[config.mk]
export PLATFORM = sky130hd
export DESIGN_NAME = mem_arbiter_flat
export DESIGN_NICKNAME = d
export VERILOG_FILES = /design/src/rtl/mem_arbiter_pkg.sv /design/src/rtl/mem_arbiter_if.sv /design/src/rtl/mem_arbiter_arb_prio2.sv /design/src/rtl/mem_arbiter.sv /design/src/flat_wrapper.sv
export SDC_FILE = /design/constraint.sdc
export NUM_CORES = 1
export LEC_CHECK = 0
export BUFFER_PORTS_ARGS = -buffer_cell sky130_fd_sc_hd__buf_2
export CELL_PAD_IN_SITES_DETAIL_PLACEMENT = 1
export CELL_PAD_IN_SITES_GLOBAL_PLACEMENT = 1
export CORE_MARGIN = 4
export CORE_UTILIZATION = 24
export DETAILED_ROUTE_END_ITERATION = 10
export PLACE_DENSITY = 0.62
export SYNTH_ARGS = -nofsm -noshare
export SYNTH_HDL_FRONTEND = slang
export SYNTH_HIERARCHICAL = 1
export SYNTH_SLANG_ARGS = --single-unit
export TNS_END_PERCENT = 1
[constraint.sdc]
create_clock -name clk -period 5.56 [get_ports clk]
set_input_delay 0.834 -clock clk [delete_from_list [all_inputs] [get_ports clk]]
set_output_delay 0.834 -clock clk [all_outputs]
set_load 0.01 [all_outputs]
[src/rtl/mem_arbiter_pkg.sv]
// mem_arbiter_pkg: shared defaults and state encoding for the data-memory arbiter
package mem_arbiter_pkg;
  localparam int ADDR_W_DEF = 14;
  localparam int DATA_W_DEF = 32;
  localparam int STARVE_MAX_DEF = 4;
  typedef enum logic {ARB = 1'b0, LOCK1 = 1'b1} arb_state_t;
endpackage

[src/rtl/mem_arbiter_if.sv]
// mem_arbiter_if: CPU port, debug-loader port and data-memory bus of the arbiter
interface mem_arbiter_if import mem_arbiter_pkg::*; #(
  parameter int ADDR_W = ADDR_W_DEF,
  parameter int DATA_W = DATA_W_DEF
) ();
  logic p0_req, p0_we, p0_gnt, p0_rvalid;
  logic [ADDR_W-1:0] p0_addr;
  logic [DATA_W-1:0] p0_wdata, p0_rdata;
  logic p1_req, p1_we, p1_lock, p1_gnt, p1_rvalid;
  logic [ADDR_W-1:0] p1_addr;
  logic [DATA_W-1:0] p1_wdata, p1_rdata;
  logic [ADDR_W-1:0] mem_a;
  logic mem_we;
  logic [DATA_W-1:0] mem_d, mem_spo;
  modport slave (
    input p0_req, p0_we, p0_addr, p0_wdata, p1_req, p1_we, p1_lock, p1_addr, p1_wdata, mem_spo,
    output p0_gnt, p0_rvalid, p0_rdata, p1_gnt, p1_rvalid, p1_rdata, mem_a, mem_we, mem_d
  );
  modport master (
    output p0_req, p0_we, p0_addr, p0_wdata, p1_req, p1_we, p1_lock, p1_addr, p1_wdata, mem_spo,
    input p0_gnt, p0_rvalid, p0_rdata, p1_gnt, p1_rvalid, p1_rdata, mem_a, mem_we, mem_d
  );
endinterface

[src/rtl/mem_arbiter_arb_prio2.sv]
// arb_prio2: two-way priority pick, port 0 first unless the starvation override favours port 1
module arb_prio2 (
  input  logic req0,
  input  logic req1,
  input  logic force1,
  output logic gnt0,
  output logic gnt1
);
  // Port 1 wins when alone or when port 0 has starved it long enough
  always_comb begin
    gnt1 = req1 && (!req0 || force1);
    gnt0 = req0 && !gnt1;
  end
endmodule

[src/rtl/mem_arbiter.sv]
// mem_arbiter: shares one data memory between the CPU port and a lockable debug-loader port
module mem_arbiter import mem_arbiter_pkg::*; #(
  parameter int ADDR_W = ADDR_W_DEF,
  parameter int DATA_W = DATA_W_DEF,
  parameter int STARVE_MAX = STARVE_MAX_DEF
) (
  input logic clk,
  input logic rst_n,
  mem_arbiter_if.slave bus
);
  localparam int SW = $clog2(STARVE_MAX + 1);
  arb_state_t state, state_nx;
  logic [SW-1:0] starve_cnt;
  logic pick0, pick1, p0_gnt, p1_gnt, we, rv0, rv1;
  logic [ADDR_W-1:0] addr;
  logic [DATA_W-1:0] wdata, rd0, rd1;

  arb_prio2 u_prio (
    .req0(bus.p0_req),
    .req1(bus.p1_req),
    .force1(starve_cnt == SW'(STARVE_MAX)),
    .gnt0(pick0),
    .gnt1(pick1)
  );

  // State register plus count of consecutive contended CPU wins
  always_ff @(posedge clk or negedge rst_n)
    if (!rst_n) begin
      state <= ARB;
      starve_cnt <= '0;
    end else begin
      state <= state_nx;
      if (p1_gnt) starve_cnt <= '0;
      else if (p0_gnt && bus.p1_req) starve_cnt <= starve_cnt + SW'(1);
    end

  // Lock is taken by a granted locked loader access and held while p1_lock stays high
  always_comb
    state_nx = (state == ARB) ? ((p1_gnt && bus.p1_lock) ? LOCK1 : ARB) : (bus.p1_lock ? LOCK1 : ARB);

  // Grants and memory mux; everything is gated off while reset is asserted
  always_comb begin
    p0_gnt = rst_n && state == ARB && pick0;
    p1_gnt = rst_n && (state == LOCK1 ? bus.p1_req : pick1);
    we = p1_gnt ? bus.p1_we : p0_gnt && bus.p0_we;
    addr = p1_gnt ? bus.p1_addr : bus.p0_addr;
    wdata = p1_gnt ? bus.p1_wdata : bus.p0_wdata;
    bus.p0_gnt = p0_gnt;
    bus.p1_gnt = p1_gnt;
    bus.mem_we = we;
    bus.mem_a = addr;
    bus.mem_d = wdata;
  end

  // Read return one cycle after the grant; data holds between reads
  always_ff @(posedge clk or negedge rst_n)
    if (!rst_n) begin
      rv0 <= 1'b0;
      rv1 <= 1'b0;
      rd0 <= '0;
      rd1 <= '0;
    end else begin
      rv0 <= p0_gnt && !bus.p0_we;
      rv1 <= p1_gnt && !bus.p1_we;
      if (p0_gnt && !bus.p0_we) rd0 <= bus.mem_spo;
      if (p1_gnt && !bus.p1_we) rd1 <= bus.mem_spo;
    end

  assign bus.p0_rvalid = rv0;
  assign bus.p1_rvalid = rv1;
  assign bus.p0_rdata = rd0;
  assign bus.p1_rdata = rd1;
endmodule
[src/flat_wrapper.sv]
// flat-port wrapper written by rule: the top's interface ports become plain ports
module mem_arbiter_flat import mem_arbiter_pkg::*;
#(
  parameter int ADDR_W = ADDR_W_DEF,
  parameter int DATA_W = DATA_W_DEF,
  parameter int STARVE_MAX = STARVE_MAX_DEF
)
  (clk, rst_n, bus_p0_req, bus_p0_we, bus_p0_addr, bus_p0_wdata, bus_p1_req, bus_p1_we, bus_p1_lock, bus_p1_addr, bus_p1_wdata, bus_mem_spo, bus_p0_gnt, bus_p0_rvalid, bus_p0_rdata, bus_p1_gnt, bus_p1_rvalid, bus_p1_rdata, bus_mem_a, bus_mem_we, bus_mem_d);
  mem_arbiter_if #(.ADDR_W(ADDR_W), .DATA_W(DATA_W)) bus_i ();
  input logic clk;
  input logic rst_n;
  input wire logic [$bits(bus_i.p0_req)-1:0] bus_p0_req;
  input wire logic [$bits(bus_i.p0_we)-1:0] bus_p0_we;
  input wire logic [$bits(bus_i.p0_addr)-1:0] bus_p0_addr;
  input wire logic [$bits(bus_i.p0_wdata)-1:0] bus_p0_wdata;
  input wire logic [$bits(bus_i.p1_req)-1:0] bus_p1_req;
  input wire logic [$bits(bus_i.p1_we)-1:0] bus_p1_we;
  input wire logic [$bits(bus_i.p1_lock)-1:0] bus_p1_lock;
  input wire logic [$bits(bus_i.p1_addr)-1:0] bus_p1_addr;
  input wire logic [$bits(bus_i.p1_wdata)-1:0] bus_p1_wdata;
  input wire logic [$bits(bus_i.mem_spo)-1:0] bus_mem_spo;
  output wire logic [$bits(bus_i.p0_gnt)-1:0] bus_p0_gnt;
  output wire logic [$bits(bus_i.p0_rvalid)-1:0] bus_p0_rvalid;
  output wire logic [$bits(bus_i.p0_rdata)-1:0] bus_p0_rdata;
  output wire logic [$bits(bus_i.p1_gnt)-1:0] bus_p1_gnt;
  output wire logic [$bits(bus_i.p1_rvalid)-1:0] bus_p1_rvalid;
  output wire logic [$bits(bus_i.p1_rdata)-1:0] bus_p1_rdata;
  output wire logic [$bits(bus_i.mem_a)-1:0] bus_mem_a;
  output wire logic [$bits(bus_i.mem_we)-1:0] bus_mem_we;
  output wire logic [$bits(bus_i.mem_d)-1:0] bus_mem_d;
  assign bus_i.p0_req = bus_p0_req;
  assign bus_i.p0_we = bus_p0_we;
  assign bus_i.p0_addr = bus_p0_addr;
  assign bus_i.p0_wdata = bus_p0_wdata;
  assign bus_i.p1_req = bus_p1_req;
  assign bus_i.p1_we = bus_p1_we;
  assign bus_i.p1_lock = bus_p1_lock;
  assign bus_i.p1_addr = bus_p1_addr;
  assign bus_i.p1_wdata = bus_p1_wdata;
  assign bus_i.mem_spo = bus_mem_spo;
  assign bus_p0_gnt = bus_i.p0_gnt;
  assign bus_p0_rvalid = bus_i.p0_rvalid;
  assign bus_p0_rdata = bus_i.p0_rdata;
  assign bus_p1_gnt = bus_i.p1_gnt;
  assign bus_p1_rvalid = bus_i.p1_rvalid;
  assign bus_p1_rdata = bus_i.p1_rdata;
  assign bus_mem_a = bus_i.mem_a;
  assign bus_mem_we = bus_i.mem_we;
  assign bus_mem_d = bus_i.mem_d;
  mem_arbiter #(.ADDR_W(ADDR_W), .DATA_W(DATA_W), .STARVE_MAX(STARVE_MAX)) u_core (.clk(clk), .rst_n(rst_n), .bus(bus_i));
endmodule
# Yosys cells after proc, flatten, opt, wreduce, memory -nomap -nowiden
# Cells that the tools add are included.
classes:
  n_reduce_logical: 16
  mux: 9
  n_addsub: 1
  magnitude_cmp: 0
  div: 0
  shift: 0
  n_mul: 0
  bitwise: 1
  n_eq_ne: 1
op_table:
  columns: ["operator", "n"]
  rows:
  - ["two-way mux 32 bit", 1]
  - ["two-way mux 14 bit", 1]
  - ["logical AND 1 bit", 10]
  - ["two-way mux 3 bit", 2]
  - ["two-way mux 1 bit", 5]
  - ["zero test 1 bit", 4]
  - ["adder 3 x 1 -> 3 bit (second input constant)", 1]
  - ["== test 3 bit (second input constant)", 1]
  - ["nonzero test 2 bit", 1]
  - ["logical OR 1 bit", 1]
  - ["inverter 1 bit", 1]
totals:
  register_bits: 70
  mem_bits_ro: 0
  out_inout_bits: 115
  n_memories: 0
  ramBits: 0
  latchBits: 0
  in_bits: 131

# Depth between registers and ports, before layout
depth:
  ltp_word: 9
  ltp_mapped: 11

# Modules after synthesis
# The synthesis kept the hierarchy.
modules_own_cells:
  columns: ["module", "cells_per_inst", "n_inst", "area_per_inst_um2"]
  rows:
  - ["mem_arbiter", 215, 1, 3470.8]
  - ["arb_prio2", 3, 1, 18.8]

# Least setup slack after synthesis
# Ideal clock, no wire load.
synth_path:
  kind: "input-to-output"
  from: "input port bus_p1_req"
  to: "output port bus_mem_d[10]"
  path_buffers: 2
  path_stages: 6
  arrival_ns: 2.005
  setup_slack_ns: 2.721
  path_cell_list: "a21boi_1 mux2i_1 nand2b_4 buf_6 buf_6 mux2_4"
synth_between:
  elab_chain_len: 4
synth_rtl:
  columns: ["element", "line_no", "source"]
  rows:
  - ["from (decl)", "flat_wrapper.sv:16", "input wire logic [$bits(bus_i.p1_req)-1:0] bus_p1_req;"]
  - ["logical AND 1 bit", "mem_arbiter_arb_prio2.sv:11", "gnt1 = req1 && (!req0 || force1);"]
  - ["two-way mux 1 bit *", "mem_arbiter.sv:44", "p1_gnt = rst_n && (state == LOCK1 ? bus.p1_req : pick1);"]
  - ["logical AND 1 bit *", "mem_arbiter.sv:44", null]
  - ["two-way mux 32 bit *", "mem_arbiter.sv:47", "wdata = p1_gnt ? bus.p1_wdata : bus.p0_wdata;"]
  - ["to (decl)", "flat_wrapper.sv:30", "output wire logic [$bits(bus_i.mem_d)-1:0] bus_mem_d;"]
# Every way passes the cells marked *; elsewhere a longest branch is shown, timed or not.

# Final worst setup path
layout_path:
  from: "register u_core.starve_cnt[1]"
  to: "output port bus_mem_d[2]"
layout_between:
  elab_chain_len: 6
layout_rtl:
  columns: ["element", "line_no", "source"]
  rows:
  - ["from (decl)", "mem_arbiter.sv:13", "logic [SW-1:0] starve_cnt;"]
  - ["from (signal assigned)", "mem_arbiter.sv:34", "else if (p0_gnt && bus.p1_req) starve_cnt <= starve_cnt + SW'(1);"]
  - ["== test 3 bit", "mem_arbiter.sv:21", ".force1(starve_cnt == SW'(STARVE_MAX)),"]
  - ["logical OR 1 bit", "mem_arbiter_arb_prio2.sv:11", null]
  - ["logical AND 1 bit", "mem_arbiter_arb_prio2.sv:11", null]
  - ["via u_core.pick1", "mem_arbiter.sv:14", "logic pick0, pick1, p0_gnt, p1_gnt, we, rv0, rv1;"]
  - ["two-way mux 1 bit", "mem_arbiter.sv:44", null]
  - ["logical AND 1 bit", "mem_arbiter.sv:44", null]
  - ["two-way mux 32 bit", "mem_arbiter.sv:47", null]
# The timed path passes the listed nets, and every way through them passes these cells.

==> key figures <==
Clock network
  • CTS buffer count: 9
  • Root Driver: clkbuf_16
  • # hold bufs at CTS: 0
  • Clk slew on worst S/H paths: 0.05 ns
  • H-tree depth: 3
  • Worst-Skew Late Latency: 0.32 ns
  • CTS max path bufs: 2
  • Post_cts resized: 0
  • Setup Buffers After CTS: 0
  • TritonCTS clock tree: done
  • CTS sink count: 70

Floorplan
  • Initial Util: 0.249
  • Die W: 129 um
  • Die height: 129 um
  • Die Area: 16,500 um^2
  • Core ar.: 14,000 um^2
  • I/O pin total: 246
  • # rows: 43

Synthesis
  • XOR/XNOR share of the synthesized area: 0.00251
  • Register area share after synthesis: 0.502
  • Post-Synth Adder-Cell Area: 0.00717
  • Cell area after synthesis: 3490 um^2
  • Synth top area share: 0.502
  • Syn nets: 351
  • Yosys reg bits: 70
  • Synth area leader: dfrtp_1
  • Synth Area in Simple Gates: 0.0280
  • Mapped Cells: 218
  • Syn avg cell area: 16.0 um^2
  • Synth area leaders: dfrtp_1 (50%), mux2_4 (21%), mux2_2 (20%), buf_6 (1.6%), mux2i_1 (0.86%)
  • Post-synthesis mux area share: 0.418
  • Yosys warning total: 6
  • Post-synthesis compound-gate area fraction: 0.00645
  • Largest family of logic cells by synthesized area: multiplexers
  • Unique cell type count in the Yosys netlist: 23

Worst setup path
  • Critical path class: reg2out
  • Top delay family on crit path: simple AND/OR/NAND/NOR gates
  • Critical Path Sink Type: output port
  • Cell mode on critical path: inv_1
  • CP bufs+invs: 3
  • Startpoint Class: flip-flop
  • Worst r2r src: u_core/starve_cnt[1]$_DFFE_PN0P_
  • Crit-path max FO: 48
  • Origin of the worst setup path: u_core/starve_cnt[1]$_DFFE_PN0P_
  • Worst path cell trace: inv_1 -> ha_1 -> and2_1 -> inv_1 -> a21boi_1 -> mux2i_1 -> nand2b_4 -> mux2_2 -> buf_2
  • Critical Path AT: 2.76 ns
  • Critical path's slowest cell: nand2b_4
  • Worst EP required: 4.73 ns
  • Max incr delay on CP: 0.68 ns

Place
  • Detailed Place HPWL: 9020 um
  • GPL Wtd Cong: 0.755
  • Port bufs: 245
  • Inst Count DP: 635

Routing
  • Antenna Nets Post-Route: 0
  • Drt first pass iters: 4
  • DR iter-0 viols: 69
  • Routed len/inst: 17.3 um
  • Drt via density: 4.27
  • Via Count: 2,780
  • Drt total wl: 11,300 um
  • DRC errors left: 0

Timing
  • Max Freq: 0.278 GHz
  • Hold Vio Cnt, Final: 0
  • Slew headroom: 0.427
  • Slew Limit Fails: 0
  • RSZ-0062 raised after global routing: no
  • Setup TNS: 0 ns
  • Final setup fails: 0
  • Worst-margin pin slew: 0.860 ns
  • Shortest period the worst path allows: 3.59 ns
  • Clock skew: 0.00584 ns
  • Final Cycle Share: 0.646

Global routing
  • Gr usage total: 0.131
  • Initial antenna violation count: 0
  • GRT overflow: 0
  • Vias in the first global route: 3,145
  • Pin count of the biggest net entering global routing: 67
  • First-pass GRT wire length: 17,100 um

Final layout
  • Antenna Cells: 0
  • Area grow syn2layout: 50.0%
  • Total Nets Final: 599
  • # fillers: 1,599
  • Share of layout cells above drive strength 1: 0.805
  • Fin cells: 651

Power and ir drop
  • Pleak: 0.00274 uW
  • Pwr Density: 367 nW/um^2
  • Peak supply drop: 0.000201 V

Worst hold path
  • Min-Delay Path Class: in2async

Run
  • Max Cap Viol: 0

Run status
  • Outcome: finished clean
==> flip-flops by register name (all words and copies together), names as in the netlist <==
signal / count
u_core/bus.p0_rdata: 32
u_core/bus.p0_rvalid: 1
u_core/bus.p1_rdata: 32
u_core/bus.p1_rvalid: 1
u_core/starve_cnt: 3
u_core/state: 1
==> final timing paths <==
check	to	slack [ns]	depth (start not counted)
max in group asynchronous	u_core/bus.p0_rdata[4]$_DFFE_PN0P_	4.13	2
min	u_core/starve_cnt[0]$_DFFE_PN0P_	0.35	1
min in group clk	u_core/bus.p0_rdata[27]$_DFFE_PN0P_	0.50	1
min reg2reg	u_core/bus.p0_rdata[27]$_DFFE_PN0P_	0.50	1
max reg2reg	u_core/bus.p0_rdata[25]$_DFFE_PN0P_	2.86	8
max	bus_mem_d[2]	1.97	9
==> per-layer routing <==
layer  wire length, um  up-vias  global-route usage
met5                 0        -                   0
met4               121        0              0.0315
met3              1070       14              0.0511
met2              5930      128               0.234
met1              4170     1365               0.146
li1                  -     1273                   -
==> through the flow <==
| step | power [uW] | instance area, um^2 | utilization | hold WS, ns | setup slack, ns |
|---|---|---|---|---|---|
| final | 1920 | 5240 | 0.373 | 0.347 | 1.97 |
| after floorplan | 978 | 3490 | - | 0.516 | 2.72 |
| after global routing | 2030 | 5240 | 0.373 | 0.333 | 1.79 |
| after CTS | 1960 | 5240 | 0.373 | 0.328 | 1.93 |
| after detailed placement | 1230 | 4860 | 0.346 | 0.491 | 2.09 |
| after global placement | 1210 | 4860 | 0.346 | 0.487 | 2.15 |
==> logic make-up (layout without fill, tap and decap cells) <==
| kind of cell | Yosys count | in the layout |
|---|---|---|
| AO/OA/AOI/OAI | 3 | 3 |
| XOR/XNOR | 1 | 1 |
| adder cells (fa/ha/maj) | 2 | 2 |
| buffers and inverters | 15 | 268 |
| flip-flops | 70 | 70 |
| multiplexers | 114 | 114 |
| AND/OR/NAND/NOR | 13 | 13 |
==> cell usage in the layout (no fill, tap or decap), types with 2 or more instances in the layout <==
cell,synthesis,final
mux2_4,48,48
dfrtp_1,70,70
ha_1,2,2
nor2_1,4,4
inv_1,3,3
nand2_1,2,2
buf_4,3,4
mux2i_1,3,3
buf_2,2,244
mux2_2,63,63
clkbuf_16,0,9
bufinv_16,0,4
==> synthesized netlist by cell type (all sizes together) <==
library cell	instances
buf	11
nor3b	2
a21boi	2
mux2	111
mux2i	3
nand2b	1
o21a	1
xnor2	1
nand4b	1
and2	1
inv	4
nand2	2
nor3	2
ha	2
nor2	4
dfrtp	70
==> layout make-up <==
class,instances,area [um^2],share of cell area
inverter,4,15.0,0.00287
clock buffer,11,243,0.0464
timing repair buffer,248,1250,0.239
sequential,70,1750,0.335
clock inverter,5,129,0.0246
tap,180,225,0.0430
multi-input combinational,133,1620,0.310
==> worst reg2reg max path: stages (launching register included) <==
cell	delay (ns)
dfrtp_1	0.38
inv_1	0.07
ha_1	0.17
and2_1	0.16
a21boi_0	0.24
nand2_1	0.16
nor3_4	0.61
buf_4	0.42
mux2_2	0.38
==> report_power, final <==
part	switching [uW]	internal, uW
registers	65.0	629
clock network	213	498
logic	229	287
(Power assumes the default switching activity.)
